$ cat config.mk
export PLATFORM = sky130hd
export DESIGN_NAME = ifu
export DESIGN_NICKNAME = d
export VERILOG_FILES = /design/src/rtl/ifu_pkg.sv /design/src/rtl/ifu_obuf.sv /design/src/rtl/ifu.sv
export SDC_FILE = /design/constraint.sdc
export NUM_CORES = 1
export LEC_CHECK = 0
export CAP_MARGIN = 0
export CORE_MARGIN = 3
export CORE_UTILIZATION = 47
export CTS_CLUSTER_DIAMETER = 80
export DETAILED_ROUTE_END_ITERATION = 7
export HOLD_SLACK_MARGIN = 0.1
export PLACE_DENSITY = 0.86
export SYNTH_ARGS = -nofsm -noshare
export SYNTH_HDL_FRONTEND = slang
export SYNTH_SLANG_ARGS = --single-unit
export TNS_END_PERCENT = 30
$ cat constraint.sdc
create_clock -name clk -period 5.9 [get_ports clk]
set_clock_uncertainty 0.2 [all_clocks]
set_input_delay 1.18 -clock clk [delete_from_list [all_inputs] [get_ports clk]]
set_output_delay 1.18 -clock clk [all_outputs]
set_load 0.03 [all_outputs]
$ cat src/rtl/ifu_pkg.sv
// ifu_pkg: shared types and constants for the instruction fetch unit.
// Contents: fetch FSM state enum (S_ERR only with IFU_MISALIGN_CHK_EN),
// default reset PC, and the NOP word presented on a misaligned redirect.
package ifu_pkg;

    typedef enum logic [2:0] {
        S_REQ,
        S_WAIT,
        S_DROP,
        S_HOLD
`ifdef IFU_MISALIGN_CHK_EN
        , S_ERR
`endif
    } state_t;

    localparam logic [31:0] RESET_PC_DEF = 32'h8000_0000;
    localparam logic [31:0] NOP          = 32'h0000_0013;

endpackage

$ cat src/rtl/ifu_obuf.sv
// ifu_obuf: single-entry valid/ready output buffer with flush.
// Ports: clk, rst_n (async, active-low); load/load_inst/load_pc write the
// entry; flush drops it; out_valid/out_ready/out_inst/out_pc face decode.
// load wins over flush so a redirect can replace the entry in one edge.
module ifu_obuf (
    input  logic        clk,
    input  logic        rst_n,
    input  logic        load,
    input  logic [31:0] load_inst,
    input  logic [31:0] load_pc,
    input  logic        flush,
    input  logic        out_ready,
    output logic        out_valid,
    output logic [31:0] out_inst,
    output logic [31:0] out_pc
);

    always_ff @(posedge clk or negedge rst_n) begin
        if (!rst_n) begin
            out_valid <= 1'b0;
            out_inst  <= '0;
            out_pc    <= '0;
        end else if (load) begin
            out_valid <= 1'b1;
            out_inst  <= load_inst;
            out_pc    <= load_pc;
        end else if (flush || out_ready) begin
            out_valid <= 1'b0;
        end
    end

endmodule

$ cat src/rtl/ifu.sv
// ifu: instruction fetch unit; one outstanding fetch, single output entry.
// Ports: clk, rst_n (async, active-low); redirect_valid/redirect_pc from the
// branch unit; imem_req_* / imem_resp_* to instruction memory; inst_valid/
// inst_ready/inst/inst_pc to decode; misalign only with IFU_MISALIGN_CHK_EN,
// which also adds the S_ERR state for misaligned redirect targets.
import ifu_pkg::*;

module ifu #(
    parameter logic [31:0] RESET_PC = RESET_PC_DEF
) (
    input  logic        clk,
    input  logic        rst_n,
    input  logic        redirect_valid,
    input  logic [31:0] redirect_pc,
    output logic        imem_req_valid,
    input  logic        imem_req_ready,
    output logic [31:0] imem_req_addr,
    input  logic        imem_resp_valid,
    input  logic [31:0] imem_resp_data,
    output logic        inst_valid,
    input  logic        inst_ready,
    output logic [31:0] inst,
    output logic [31:0] inst_pc
`ifdef IFU_MISALIGN_CHK_EN
    ,
    output logic        misalign
`endif
);

    state_t      state, state_nxt;
    logic [31:0] pc, pc_nxt, tgt, load_inst, load_pc;
    logic        pend, acc, out_pend, load;

    assign imem_req_valid = rst_n && state == S_REQ;
    assign imem_req_addr  = pc;
    assign acc            = imem_req_valid && imem_req_ready;
    assign tgt            = {redirect_pc[31:2], 2'b00};
    // A response is still owed after this edge; a redirect must then discard it.
    assign out_pend       = acc || (pend && !imem_resp_valid);

`ifdef IFU_MISALIGN_CHK_EN
    assign misalign = state == S_ERR;
`else
    logic unused_low_bits;
    assign unused_low_bits = ^redirect_pc[1:0];
`endif

    always_ff @(posedge clk or negedge rst_n) begin
        if (!rst_n) begin
            state <= S_REQ;
            pc    <= RESET_PC;
            pend  <= 1'b0;
        end else begin
            state <= state_nxt;
            pc    <= pc_nxt;
            pend  <= out_pend;
        end
    end

    always_comb begin
        state_nxt = state;
        pc_nxt    = pc;
        load      = 1'b0;
        load_inst = imem_resp_data;
        load_pc   = pc;
        case (state)
            S_REQ:  state_nxt = acc ? S_WAIT : S_REQ;
            S_WAIT: begin
                if (imem_resp_valid) begin
                    state_nxt = S_HOLD;
                    load      = 1'b1;
                    pc_nxt    = pc + 32'd4;
                end
            end
            S_DROP: state_nxt = imem_resp_valid ? S_REQ : S_DROP;
            S_HOLD: state_nxt = inst_ready ? S_REQ : S_HOLD;
`ifdef IFU_MISALIGN_CHK_EN
            S_ERR:  state_nxt = inst_ready ? (out_pend ? S_DROP : S_REQ) : S_ERR;
`endif
            default: state_nxt = S_REQ;
        endcase
        // Redirect overrides everything decided above for this edge.
        if (redirect_valid) begin
            pc_nxt    = tgt;
            load      = 1'b0;
            state_nxt = out_pend ? S_DROP : S_REQ;
`ifdef IFU_MISALIGN_CHK_EN
            if (redirect_pc[1:0] != 2'b00) begin
                state_nxt = S_ERR;
                load      = 1'b1;
                load_inst = NOP;
                load_pc   = redirect_pc;
            end
`endif
        end
    end

    ifu_obuf u_obuf (
        .clk       (clk),
        .rst_n     (rst_n),
        .load      (load),
        .load_inst (load_inst),
        .load_pc   (load_pc),
        .flush     (redirect_valid),
        .out_ready (inst_ready),
        .out_valid (inst_valid),
        .out_inst  (inst),
        .out_pc    (inst_pc)
    );

endmodule

==> impl_results.md, run 1 <==
* CTS resizes at 0
* Count of fill cells added during filler insertion at about 600
* Final weighted congestion of routability-driven global placement at around 0.79
* Setup crit end kind: output port
* Post-CTS setup repair buffer count at 0
* Top Family by Delay on Critical Path: buffers and inverters
* Hold Slack at slightly above 0.3 ns
* Pint at ~1.6 mW
* Total routed wirelength at between 10,000 and 15,000 um
* Data arrival, critical path at 2.49 ns
* Count of endpoints failing hold in the final timing report at 0
* Violation count after the first detailed-route iteration at 121
* Pre-antenna DRT Iters at 4
* Wire length per cell after detailed routing at around 17 um
* Via count at about 3,400
* Routed via count divided by cell count at between 5 and 6
* Met3 track utilization from global routing at 0.04775
* Global-route wire length before repair at roughly 18,000 um
* Leading register cell type out of synthesis: sky130_fd_sc_hd__dfrtp_1
* Total gr overflow at 0
* Pre-CTS worst setup slack at around 2.0 ns
* Switching pwr at 0.9977 mW
* Post-route insts no fill at roughly 620
* Share of total power in combinational logic at 0.452
* Die Wd at 100.5 um
* Worst-skew pair later-pin latency at between 0.3 and 0.4 ns
* Minimum clock period after layout at roughly 3.9 ns
* Ratio of final minimum period to clock period at 0.6568
* Maximum count of clock buffers along a single path at 2
* Layout Cell Area excl Fill at just over 6000 um^2
* Utilization after layout at 0.7221
* Ant. Diodes at 0
* Number of cells on the critical path at 3
* Number of enable flip-flop cells after synthesis at 0
* Leading cell type in the layout, fill and taps excluded: sky130_fd_sc_hd__clkdlybuf4s50_1
* Type of the tightest min-delay check: reg -> reg
* Average footprint of a synthesized cell at approximately 12 um^2
* Floorplan die area at slightly above 10,000 um^2
* Worst reg2reg path depth at 5
* Clock sinks at 96
* Buffers added on ports at ~160
* Number of top-level pins at between 150 and 200
* Count of buffer and inverter cells on the critical path at 2
* Setup-violating endpoint count in the final report at 0
* Final setup TNS at 0 ns
* Portion of the post-synthesis area used by sequential elements at 0.5731
* Count of placed standard cells including taps at ~600
* Relative slew slack at 0.3709
* Die Span Y at approximately 100 um
* Clock-pin slew reported for the worst setup and hold paths after clock tree synthesis at ~0.080 ns
* Buffer cell driving the clock tree root: sky130_fd_sc_hd__clkbuf_8
* Met1 layer usage reported by global route at 0.2776
* MaxCap Viol Count at 0
* DRC errors left at 0
* Placeable Area at 8423 um^2
* Nature of the critical path startpoint: input port
* Area of the mapped netlist at 4194 um^2
* Setup crit end: imem_req_valid
* Worst setup slack after layout at a little over 2 ns
* Count of distinct cell types in the synthesized netlist at 35
* Placed instance area at a little under 6000 um^2
* Maximum VDD drop at between 0.2 and 0.3 mV
* Reg-to-Reg End: imem_req_addr[26]
* Fin nets at 580
* Transition at the pin with the smallest max-transition slack at about 0.94 ns
* Initial antenna violation count at 0
* Worst EP required at about 4.5 ns
* Slack of the worst reg-to-reg path at around 3.2 ns
* Leakage dissipation at approximately 2.5 nW
* PwrDens at about 430 nW/um^2
* Pins Over Slew Limit at 0
* Count of nets left with antenna violations after detail routing at 0
* Post-layout power at 2.638 mW
* Peak clock frequency supported by timing at around 0.26 GHz
* Crit Path Category: in -> out
* Maximum cell stage delay along the critical path at about 0.73 ns
* RR Startpoint: imem_req_addr[2]
* Post-CTS Hold Fix Bufs at 0
* Layout overhead on the synthesized area at 45.02%
* Global routing usage on met2 at 0.3807
* Multi-input logic area at 1668 um^2
* Sum of net half-perimeters after detailed placement at between 7000 and 8000 um
* Maximum number of pins on one net before global-route repair at 77
* Crit path from: rst_n
* CTS tree: done
* FF+latch count, synth at between 90 and 100
* Sequential cell area at 2404 um^2
* Starting utilization of the core area at 0.4979
* Number of global-route vias before repair at approximately 3,500
* GR Util All Layers at 0.2201
* Number of buffers added by the clock tree synthesis step at 9
* Deepest level of the CTS H-tree at 3
* Switch share at 0.3782
* Synth Instances at 353
* Master of the slowest instance on the critical path: sky130_fd_sc_hd__clkdlybuf4s50_1
* Grt peak-use layer: met2
* Async S/R FF share, synth at 1.000
* Share of final-layout standard cells stronger than drive strength 1 at 0.1634
* Commonest cells after routing, fill and taps aside: 160 x sky130_fd_sc_hd__clkdlybuf4s50_1, 95 x sky130_fd_sc_hd__dfrtp_1, 62 x sky130_fd_sc_hd__mux2_2
* Maximum fanout count along the critical path at 23
* Fraction of power consumed by sequential logic at 0.380
* Cells along the critical path: buf_4 > nor3b_1 > clkdlybuf4s50_1
* Setup repair after global routing missed its margin: false
* Number of warnings printed during yosys synthesis at 0
* Number of rows in the core area at 33
* Status: complete, no violations
* Part of the power in the clock network at 0.168
==> metal layers <==
metal | share of wire | wire (um)
met5 | 0 | 0
met4 | 0.018 | 193
met3 | 0.065 | 701
met2 | 0.53 | 5709
met1 | 0.39 | 4198
==> final cells by class <==
class                      count  share of cell area
clock buffer                  12             0.02551
clock inverter                 4            0.008434
timing repair buffer         165              0.2695
sequential                    96              0.3952
tap                          105             0.02160
multi-input combinational    228              0.2742
inverter                       9            0.005554
==> how the worst min path moves through the flow <==
stage                        start                  end  depth (start not counted)
2_1_floorplan                 pend                 pend                          2
3_3_place_gp   u_obuf.out_inst[12]  u_obuf.out_inst[12]                          1
3_5_place_dp    u_obuf.out_inst[9]   u_obuf.out_inst[9]                          1
4_1_cts          u_obuf.out_pc[25]    u_obuf.out_pc[25]                          1
5_1_grt           u_obuf.out_pc[4]     u_obuf.out_pc[4]                          1
6_report          u_obuf.out_pc[2]     u_obuf.out_pc[2]                          1
==> synthesized netlist by cell type, types with 2 or more instances <==
master / instances / area [um^2]
sky130_fd_sc_hd__a21oi_1: 3 / 15.01
sky130_fd_sc_hd__a31oi_1: 16 / 100.1
sky130_fd_sc_hd__and3_1: 3 / 18.77
sky130_fd_sc_hd__buf_2: 2 / 10.01
sky130_fd_sc_hd__buf_4: 5 / 37.54
sky130_fd_sc_hd__clkbuf_1: 16 / 60.06
sky130_fd_sc_hd__dfrtp_1: 95 / 2377
sky130_fd_sc_hd__inv_1: 8 / 30.03
sky130_fd_sc_hd__mux2_2: 62 / 698.2
sky130_fd_sc_hd__mux2i_1: 2 / 20.02
sky130_fd_sc_hd__nand2_1: 22 / 82.58
sky130_fd_sc_hd__nand3_1: 11 / 55.05
sky130_fd_sc_hd__nand4_1: 7 / 43.79
sky130_fd_sc_hd__nand4b_1: 2 / 17.52
sky130_fd_sc_hd__nor2_1: 21 / 78.83
sky130_fd_sc_hd__nor3_1: 4 / 20.02
sky130_fd_sc_hd__o211ai_1: 2 / 15.01
sky130_fd_sc_hd__o21ai_0: 20 / 100.1
sky130_fd_sc_hd__o31ai_1: 9 / 67.56
sky130_fd_sc_hd__or3_1: 7 / 43.79
sky130_fd_sc_hd__or4_1: 13 / 97.59
sky130_fd_sc_hd__xnor2_1: 9 / 78.83
sky130_fd_sc_hd__xor2_1: 2 / 17.52
==> power by group through the flow <==
stage          Sequential (mW)  Combinational (mW)  Clock (mW)
4_1_cts                   1.01                1.21       0.455
2_1_floorplan             1.42               0.227           0
5_1_grt                   1.04                1.25       0.485
3_5_place_dp              1.02                1.20           0
6_report                  1.00                1.19       0.443
3_3_place_gp             0.996                1.18           0
==> state kept, by name, summed over array words and instances, names as in the netlist <==
name,count
u_obuf.out_inst,32
imem_req_addr,30
u_obuf.out_pc,30
state,2
pend,1
u_obuf.out_valid,1
==> cells by family after synthesis <==
logic type,count (synthesis),share of synthesized area
flip-flops,96,0.5731
AND/OR/NAND/NOR,96,0.1202
multiplexers,64,0.1712
AO/OA/AOI/OAI,52,0.07488
buffers and inverters,32,0.03371
XOR/XNOR,11,0.02297
adder cells (fa/ha/maj),1,0.002983
other,1,0.0008941
(Power assumes the default switching activity.)
==> run 2, diff against run 1 <==
--- a/config.mk
+++ b/config.mk
@@ -7,11 +7,11 @@
 export LEC_CHECK = 0
 export CAP_MARGIN = 0
 export CORE_MARGIN = 3
-export CORE_UTILIZATION = 47
+export CORE_UTILIZATION = 39
 export CTS_CLUSTER_DIAMETER = 80
 export DETAILED_ROUTE_END_ITERATION = 7
 export HOLD_SLACK_MARGIN = 0.1
-export PLACE_DENSITY = 0.86
+export PLACE_DENSITY = 0.76
 export SYNTH_ARGS = -nofsm -noshare
 export SYNTH_HDL_FRONTEND = slang
 export SYNTH_SLANG_ARGS = --single-unit
==> constraint.sdc (replaced) <==
create_clock -name clk -period 3.4 [get_ports clk]
set_clock_uncertainty 0.2 [all_clocks]
set_input_delay 0.68 -clock clk [delete_from_list [all_inputs] [get_ports clk]]
set_output_delay 0.68 -clock clk [all_outputs]
set_load 0.03 [all_outputs]
==> run 2 against run 1 <==
Compared with the run above: via count down 2.5%; power increased by 75%; global-route usage is 4.4 points lower; final cell count up 5.7%; cell area rose by 1.6%; die area grew 19%; first-iteration DRC count rose by 41%; critical path type is now in -> reg; highest routed layer unchanged.
==> impl_results.md, run 2 (synthesized netlist as in run 1, its figures left out) <==
* Status: complete, no violations (unchanged)
* Most prevalent standard cell on the critical path: sky130_fd_sc_hd__or4_1
* Relative slew slack at 0.5504 (was 0.3709)
* Hold Slack at 0.2451 ns (was 0.3111 ns)
* Nature of the critical path startpoint: input port (unchanged)
* Share of final-layout standard cells stronger than drive strength 1 at 0.1699 (was 0.1634)
* Clock-pin slew reported for the worst setup and hold paths after clock tree synthesis at 0.09 ns (was 0.08 ns)
* RR Startpoint: imem_req_addr[2] (unchanged)
* Total routed wirelength at 10,520 um (was 10,800 um)
* Global-route wire length before repair at 16,700 um (was 17,620 um)
* Crit path from: imem_resp_valid (was rst_n)
* Data arrival, critical path at 2.92 ns (was 2.49 ns)
* Floorplan die area at 12,030 um^2 (was 10,090 um^2)
* Maximum cell stage delay along the critical path at 0.58 ns (was 0.73 ns)
* Buffers added on ports at 161 (unchanged)
* Count of fill cells added during filler insertion at 885 (was 599)
* Cells along the critical path: clkdlybuf4s50_1 > nand4b_1 > or4_1 > buf_4 > or4_1 > a31oi_1 (was buf_4 > nor3b_1 > clkdlybuf4s50_1)
* Die Wd at 109.7 um (was 100.5 um)
* Final weighted congestion of routability-driven global placement at 0.7766 (was 0.7874)
* Worst setup slack after layout at 0.5595 ns (was 2.025 ns)
* Type of the tightest min-delay check: in -> async (was reg -> reg)
* Ant. Diodes at 0 (unchanged)
* Count of endpoints failing hold in the final timing report at 0 (unchanged)
* Number of top-level pins at 168 (unchanged)
* Met3 routed WL at 553 um (was 701 um)
* Pre-CTS worst setup slack at 0.1995 ns (was 1.977 ns)
* Setup crit end kind: register (was output port)
* Number of buffers added by the clock tree synthesis step at 9 (unchanged)
* Pre-antenna DRT Iters at 4 (unchanged)
* MaxCap Viol Count at 0 (unchanged)
* Number of cells on the critical path at 6 (was 3)
* Max FFs per register at 32 (unchanged)
* Sequential cell area at 2404 um^2 (unchanged)
* Die Span Y at 109.7 um (was 100.5 um)
* Post-route insts no fill at 654 (was 619)
* Count of buffer and inverter cells on the critical path at 2 (unchanged)
* Placeable Area at 10,370 um^2 (was 8423 um^2)
* Commonest cells after routing, fill and taps aside: 160 x sky130_fd_sc_hd__clkdlybuf4s50_1, 95 x sky130_fd_sc_hd__dfrtp_1, 62 x sky130_fd_sc_hd__mux2_2 (unchanged)
* Final setup TNS at 0 ns (unchanged)
* Top Family by Delay on Critical Path: simple AND/OR/NAND/NOR gates (was buffers and inverters)
* Multi-input logic area at 1668 um^2 (unchanged)
* Wire length per cell after detailed routing at 16.09 um (was 17.45 um)
* PwrDens at 748.2 nW/um^2 (was 433.8 nW/um^2)
* Master of the slowest instance on the critical path: sky130_fd_sc_hd__clkdlybuf4s50_1 (unchanged)
* Ratio of final minimum period to clock period at 0.8354
* Setup repair after global routing missed its margin: false (unchanged)
* CTS tree: done (unchanged)
* Maximum fanout count along the critical path at 18 (was 23)
* Leakage dissipation at 2.475 nW (was 2.452 nW)
* Total gr overflow at 0 (unchanged)
* Minimum clock period after layout at between 2 and 3 ns
* Number of global-route vias before repair at 3,298 (was 3,490)
* Via count at 3,320 (was 3,404)
* Sum of net half-perimeters after detailed placement at 7731 um (was 7952 um)
* DRC errors left at 0 (unchanged)
* Number of rows in the core area at 37 (was 33)
* Worst reg2reg path depth at 6 (was 5)
* Initial antenna violation count at 0 (unchanged)
* Leading cell type in the layout, fill and taps excluded: sky130_fd_sc_hd__clkdlybuf4s50_1 (unchanged)
* Crit Path Category: in -> reg (was in -> out)
* Violation count after the first detailed-route iteration at 171 (was 121)
* Most flops, register: u_obuf.out_inst (unchanged)
* Buffer cell driving the clock tree root: sky130_fd_sc_hd__clkbuf_8 (unchanged)
* Maximum VDD drop at 0.4037 mV (was 0.2933 mV)
* Layout overhead on the synthesized area at 47.32% (was 45.02%)
* Clock sinks at 96 (unchanged)
* CTS resizes at 0 (unchanged)
* Fin nets at 584 (was 580)
* Count of placed standard cells including taps at 638 (was 603)
* Pins Over Slew Limit at 0 (unchanged)
* Post-layout power at 4.623 mW (was 2.638 mW)
* Worst-skew pair later-pin latency at 0.35 ns (about the same)
* Wire length on met1 at 4614 um (was 4198 um)
* Maximum number of pins on one net before global-route repair at 54 (was 77)
* Detail Route met2 WL at 5229 um (was 5709 um)
* Count of nets left with antenna violations after detail routing at 0 (unchanged)
* Worst EP required at 3.48 ns (was 4.52 ns)
* Maximum count of clock buffers along a single path at 2 (unchanged)
* Post-CTS Hold Fix Bufs at 0 (unchanged)
* Deepest level of the CTS H-tree at 3 (unchanged)
* GR Util All Layers at 0.1763 (was 0.2201)
* Setup-violating endpoint count in the final report at 0 (unchanged)
* Post-CTS setup repair buffer count at 0 (unchanged)
* Transition at the pin with the smallest max-transition slack at 0.6744 ns (was 0.9437 ns)
* Routed via count divided by cell count at 5.076 (was 5.499)
* Starting utilization of the core area at 0.4044 (was 0.4979)
* Topmost layer with routed signal wires: met4 (unchanged)
* Peak clock frequency supported by timing at around 0.35 GHz
## run 2: cell count changes in the layout (fill, tap and decap cells not counted), sizes merged
cell / delta
buf: +4
clkbuf: -1
clkinvlp: +1
inv: -1
bufinv: +1
## run 2: cell type report
type / instances / area share
Inverter: 9 / 0.005468
Sequential cell: 96 / 0.3890
Clock inverter: 5 / 0.01296
Multi-Input combinational cell: 228 / 0.2699
Clock buffer: 11 / 0.02288
Tap cell: 136 / 0.02754
Timing Repair Buffer: 169 / 0.2722
## run 2: layer usage
layer  GRT usage  up-vias
li1            -     1593
met1      0.2330     1623
met2      0.2916       93
met3     0.03053       11
met4     0.06322        0
met5           0        -
## run 2: where the power goes
group | internal, mW | total, mW | switching [mW] | leakage, nW
sequential | 1.51 | 1.73 | 0.221 | 1.16
clock | 0.434 | 0.834 | 0.400 | 0.106
combinational | 0.958 | 2.06 | 1.10 | 1.21
## run 2: per-stage QoR
stage          cell area [um^2]  utilization
2_1_floorplan              4205            -
3_3_place_gp               5957       0.5744
3_5_place_dp               5957       0.5744
4_1_cts                    6178       0.5958
5_1_grt                    6178       0.5958
6_report                   6178       0.5958
## run 2: worst paths after layout
kind	endpoint	slack, ns
setup reg to reg	imem_req_addr[28]	0.83
setup / recovery	imem_req_addr[28]	0.56
min in group clk	u_obuf.out_inst[4]	0.31
hold / removal	imem_req_addr[14]	0.25
hold reg to reg	u_obuf.out_inst[4]	0.31
max in group asynchronous	u_obuf.out_pc[4]	1.65
==> run 3, diff against run 2 <==
==> constraint.sdc (replaced) <==
create_clock -name clk -period 2.3 [get_ports clk]
set_clock_uncertainty 0.2 [all_clocks]
set_input_delay 0.46 -clock clk [delete_from_list [all_inputs] [get_ports clk]]
set_output_delay 0.46 -clock clk [all_outputs]
set_load 0.03 [all_outputs]
==> run 3 against run 2 <==
Compared with the run above: die area did not move; via count rose by 4.6%; clock power rose by 28%; critical endpoint is now imem_req_addr[16]; core utilization rose by 1.9 points; setup slack got worse by 0.51 ns; cell area rose by 3.2%; global-route usage rose by 0.43 points; sequential power rose by 47%; non-clock buffer count rose by 25; flip-flop and latch count did not move; critical path type is now reg -> reg; largest cell class unchanged; combinational power rose by 51%; count of clock-buffer cells in the layout rose by 1.
==> impl_results.md, run 3 (synthesized netlist as in run 1, its figures left out) <==
* Initial antenna violation count at 1 (was 0)
* CTS tree: done (unchanged)
* Layout overhead on the synthesized area at 51.97% (was 47.32%)
* Via count at 3,474 (was 3,320)
* Post-route insts no fill at 679 (was 654)
* Worst-skew pair later-pin latency at 0.36 ns (was 0.35 ns)
* Count of endpoints failing hold in the final timing report at 0 (unchanged)
* Number of rows in the core area at 37 (unchanged)
* Deepest level of the CTS H-tree at 3 (unchanged)
* Leading cell type in the layout, fill and taps excluded: sky130_fd_sc_hd__clkdlybuf4s50_1 (unchanged)
* Most flops, register: u_obuf.out_inst (unchanged)
* Transition at the pin with the smallest max-transition slack at 0.5140 ns (was 0.6744 ns)
* Slack of the worst reg-to-reg path at 0.05 ns (was 0.83 ns)
* GR Util All Layers at 0.1806 (was 0.1763)
* Starting utilization of the core area at 0.4044 (unchanged)
* PwrDens at 1055 nW/um^2 (was 748.2 nW/um^2)
* Total gr overflow at 0 (unchanged)
* Post-layout power at 6.724 mW (was 4.623 mW)
* Placed instance area at 6147 um^2 (was 5957 um^2)
* Ant. Diodes at 0 (unchanged)
* Maximum VDD drop at 0.6699 mV (was 0.4037 mV)
* DRC errors left at 0 (unchanged)
* Ratio of final minimum period to clock period at 0.9779
* Layout Cell Area excl Fill at 6374 um^2 (was 6178 um^2)
* Cell depth of the worst hold path at 1
* MaxCap Viol Count at 0 (unchanged)
* Clock sinks at 96 (unchanged)
* Maximum number of pins on one net before global-route repair at 98 (was 54)
* Sum of net half-perimeters after detailed placement at 7777 um (was 7731 um)
* Maximum count of clock buffers along a single path at 2 (unchanged)
* Share of final-layout standard cells stronger than drive strength 1 at 0.2173 (was 0.1699)
* Maximum fanout count along the critical path at 7 (was 18)
* Pre-antenna DRT Iters at 4 (unchanged)
* Buffers added on ports at 161 (unchanged)
* Relative slew slack at 0.6573 (was 0.5504)
* Data arrival, critical path at 2.35 ns (was 2.92 ns)
* Number of buffers added by the clock tree synthesis step at 9 (unchanged)
* Hold path startpoint: u_obuf.out_pc[21]
* Die Span Y at 109.7 um (unchanged)
* Setup crit end kind: register (unchanged)
* Utilization after layout at 0.6146 (was 0.5958)
* Status: complete, no violations (unchanged)
* Die Wd at 109.7 um (unchanged)
* Wire length per cell after detailed routing at 16.06 um (was 16.09 um)
* Routed via count divided by cell count at 5.116 (was 5.076)
* Pins Over Slew Limit at 0 (unchanged)
* Clock-pin slew reported for the worst setup and hold paths after clock tree synthesis at 0.09 ns (about the same)
* Placeable Area at 10,370 um^2 (unchanged)
* Total routed wirelength at 10,910 um (was 10,520 um)
* Leakage dissipation at 2.601 nW (was 2.475 nW)
* Count of placed standard cells including taps at 660 (was 638)
* Global-route wire length before repair at 16,950 um (was 16,700 um)
* Minimum clock period after layout at 2.249 ns
* Setup repair after global routing missed its margin: true (was false)
* RR Startpoint: imem_req_addr[3] (was imem_req_addr[2])
* Crit Path Category: reg -> reg (was in -> reg)
* Final weighted congestion of routability-driven global placement at 0.7676 (was 0.7766)
* Number of top-level pins at 168 (unchanged)
* Type of the tightest min-delay check: reg -> reg (was in -> async)
* Count of nets left with antenna violations after detail routing at 0 (unchanged)
* Max FFs per register at 32 (unchanged)
* Fin nets at 609 (was 584)
* Nature of the critical path startpoint: register (was input port)
* Endpoint of the worst hold-timing path: u_obuf.out_pc[21]
* Commonest cells after routing, fill and taps aside: 156 x sky130_fd_sc_hd__clkdlybuf4s50_1, 93 x sky130_fd_sc_hd__dfrtp_1, 62 x sky130_fd_sc_hd__mux2_2 (was 160 x sky130_fd_sc_hd__clkdlybuf4s50_1, 95 x sky130_fd_sc_hd__dfrtp_1, 62 x sky130_fd_sc_hd__mux2_2)
* Peak clock frequency supported by timing at between 0.4 and 0.5 GHz
* Buffer cell driving the clock tree root: sky130_fd_sc_hd__clkbuf_8 (unchanged)
* Worst EP required at 2.40 ns (was 3.48 ns)
* Violation count after the first detailed-route iteration at 114 (was 171)
* Worst reg2reg path depth at 6 (unchanged)
* Number of global-route vias before repair at 3,419 (was 3,298)
* Reg-to-Reg End: imem_req_addr[16] (was imem_req_addr[28])
* Floorplan die area at 12,030 um^2 (unchanged)
* Setup-violating endpoint count in the final report at 0 (unchanged)
==> run 3: changes by cell type in the layout (fill, tap and decap cells not counted), sizes merged, moves of 2 or more <==
cell | previous run | this run
buf | 9 | 34
bufinv | 2 | 0
clkdlybuf4s50 | 160 | 156
dlymetal6s2s | 0 | 2
==> run 3: worst max-delay path by stage <==
stage	endpoint	cells after the start	slack, ns	from
detailed placement	imem_req_addr[28]	6	-0.46	imem_resp_valid
CTS	imem_req_addr[4]	2	0.004	imem_req_addr[4]
global placement	imem_req_addr[28]	6	-0.42	imem_resp_valid
global route	imem_req_addr[16]	6	-0.03	imem_req_addr[3]
floorplan	imem_req_addr[28]	6	-0.03	imem_req_addr[2]
finish	imem_req_addr[16]	6	0.05	imem_req_addr[3]
==> run 3: layout make-up <==
cell class                 instances  area, um^2
inverter                           9       33.78
clock inverter                     4       27.53
clock buffer                      12       165.2
tap                              136       170.2
fill                             867        3996
sequential                        96        2406
timing repair buffer             194        1887
multi-input combinational        228        1684
==> run 3: critical path, cell delays in order (launching register included) <==
cell and delay [ns]:
sky130_fd_sc_hd__dfrtp_2 0.40, sky130_fd_sc_hd__ha_4 0.14, sky130_fd_sc_hd__nand4b_1 0.12, sky130_fd_sc_hd__or4_4 0.59, sky130_fd_sc_hd__buf_2 0.19, sky130_fd_sc_hd__or4_1 0.47
sky130_fd_sc_hd__nand3_1 0.10
==> run 3: what timing repair did <==
item | 4_1_cts | 5_1_grt
pin swaps | 0 | 5
setup buffers | 0 | 3
hold buffers | 1 | 0
setup endpoints to repair | 6 | 10
endpoints found under the hold margin | 95 | 0
resized for setup | 2 | 4
==> run 3: power breakdown <==
| part | total (mW) | internal (mW) | switching (mW) |
|---|---|---|---|
| clock | 1.07 | 0.480 | 0.588 |
| combinational | 3.12 | 1.46 | 1.66 |
| sequential | 2.54 | 2.23 | 0.307 |
| total | 6.72 | 4.17 | 2.56 |
==> run 3: routing by layer <==
metal,global-route usage,routed length (um)
met1,0.2418,4728
met5,0,13
met3,0.04110,686
met4,0.05877,172
met2,0.2912,5304
==> run 3: per-stage QoR <==
step	hold slack, ns	setup slack [ns]	setup TNS [ns]
after global routing	0.3288	-0.03160	-0.03160
after global placement	0.2876	-0.4196	-10.29
after detailed placement	0.2943	-0.4597	-11.36
after CTS	0.3152	0.003531	0
after floorplan	-0.03559	-0.03396	-0.1440
final	0.3116	0.05084	0
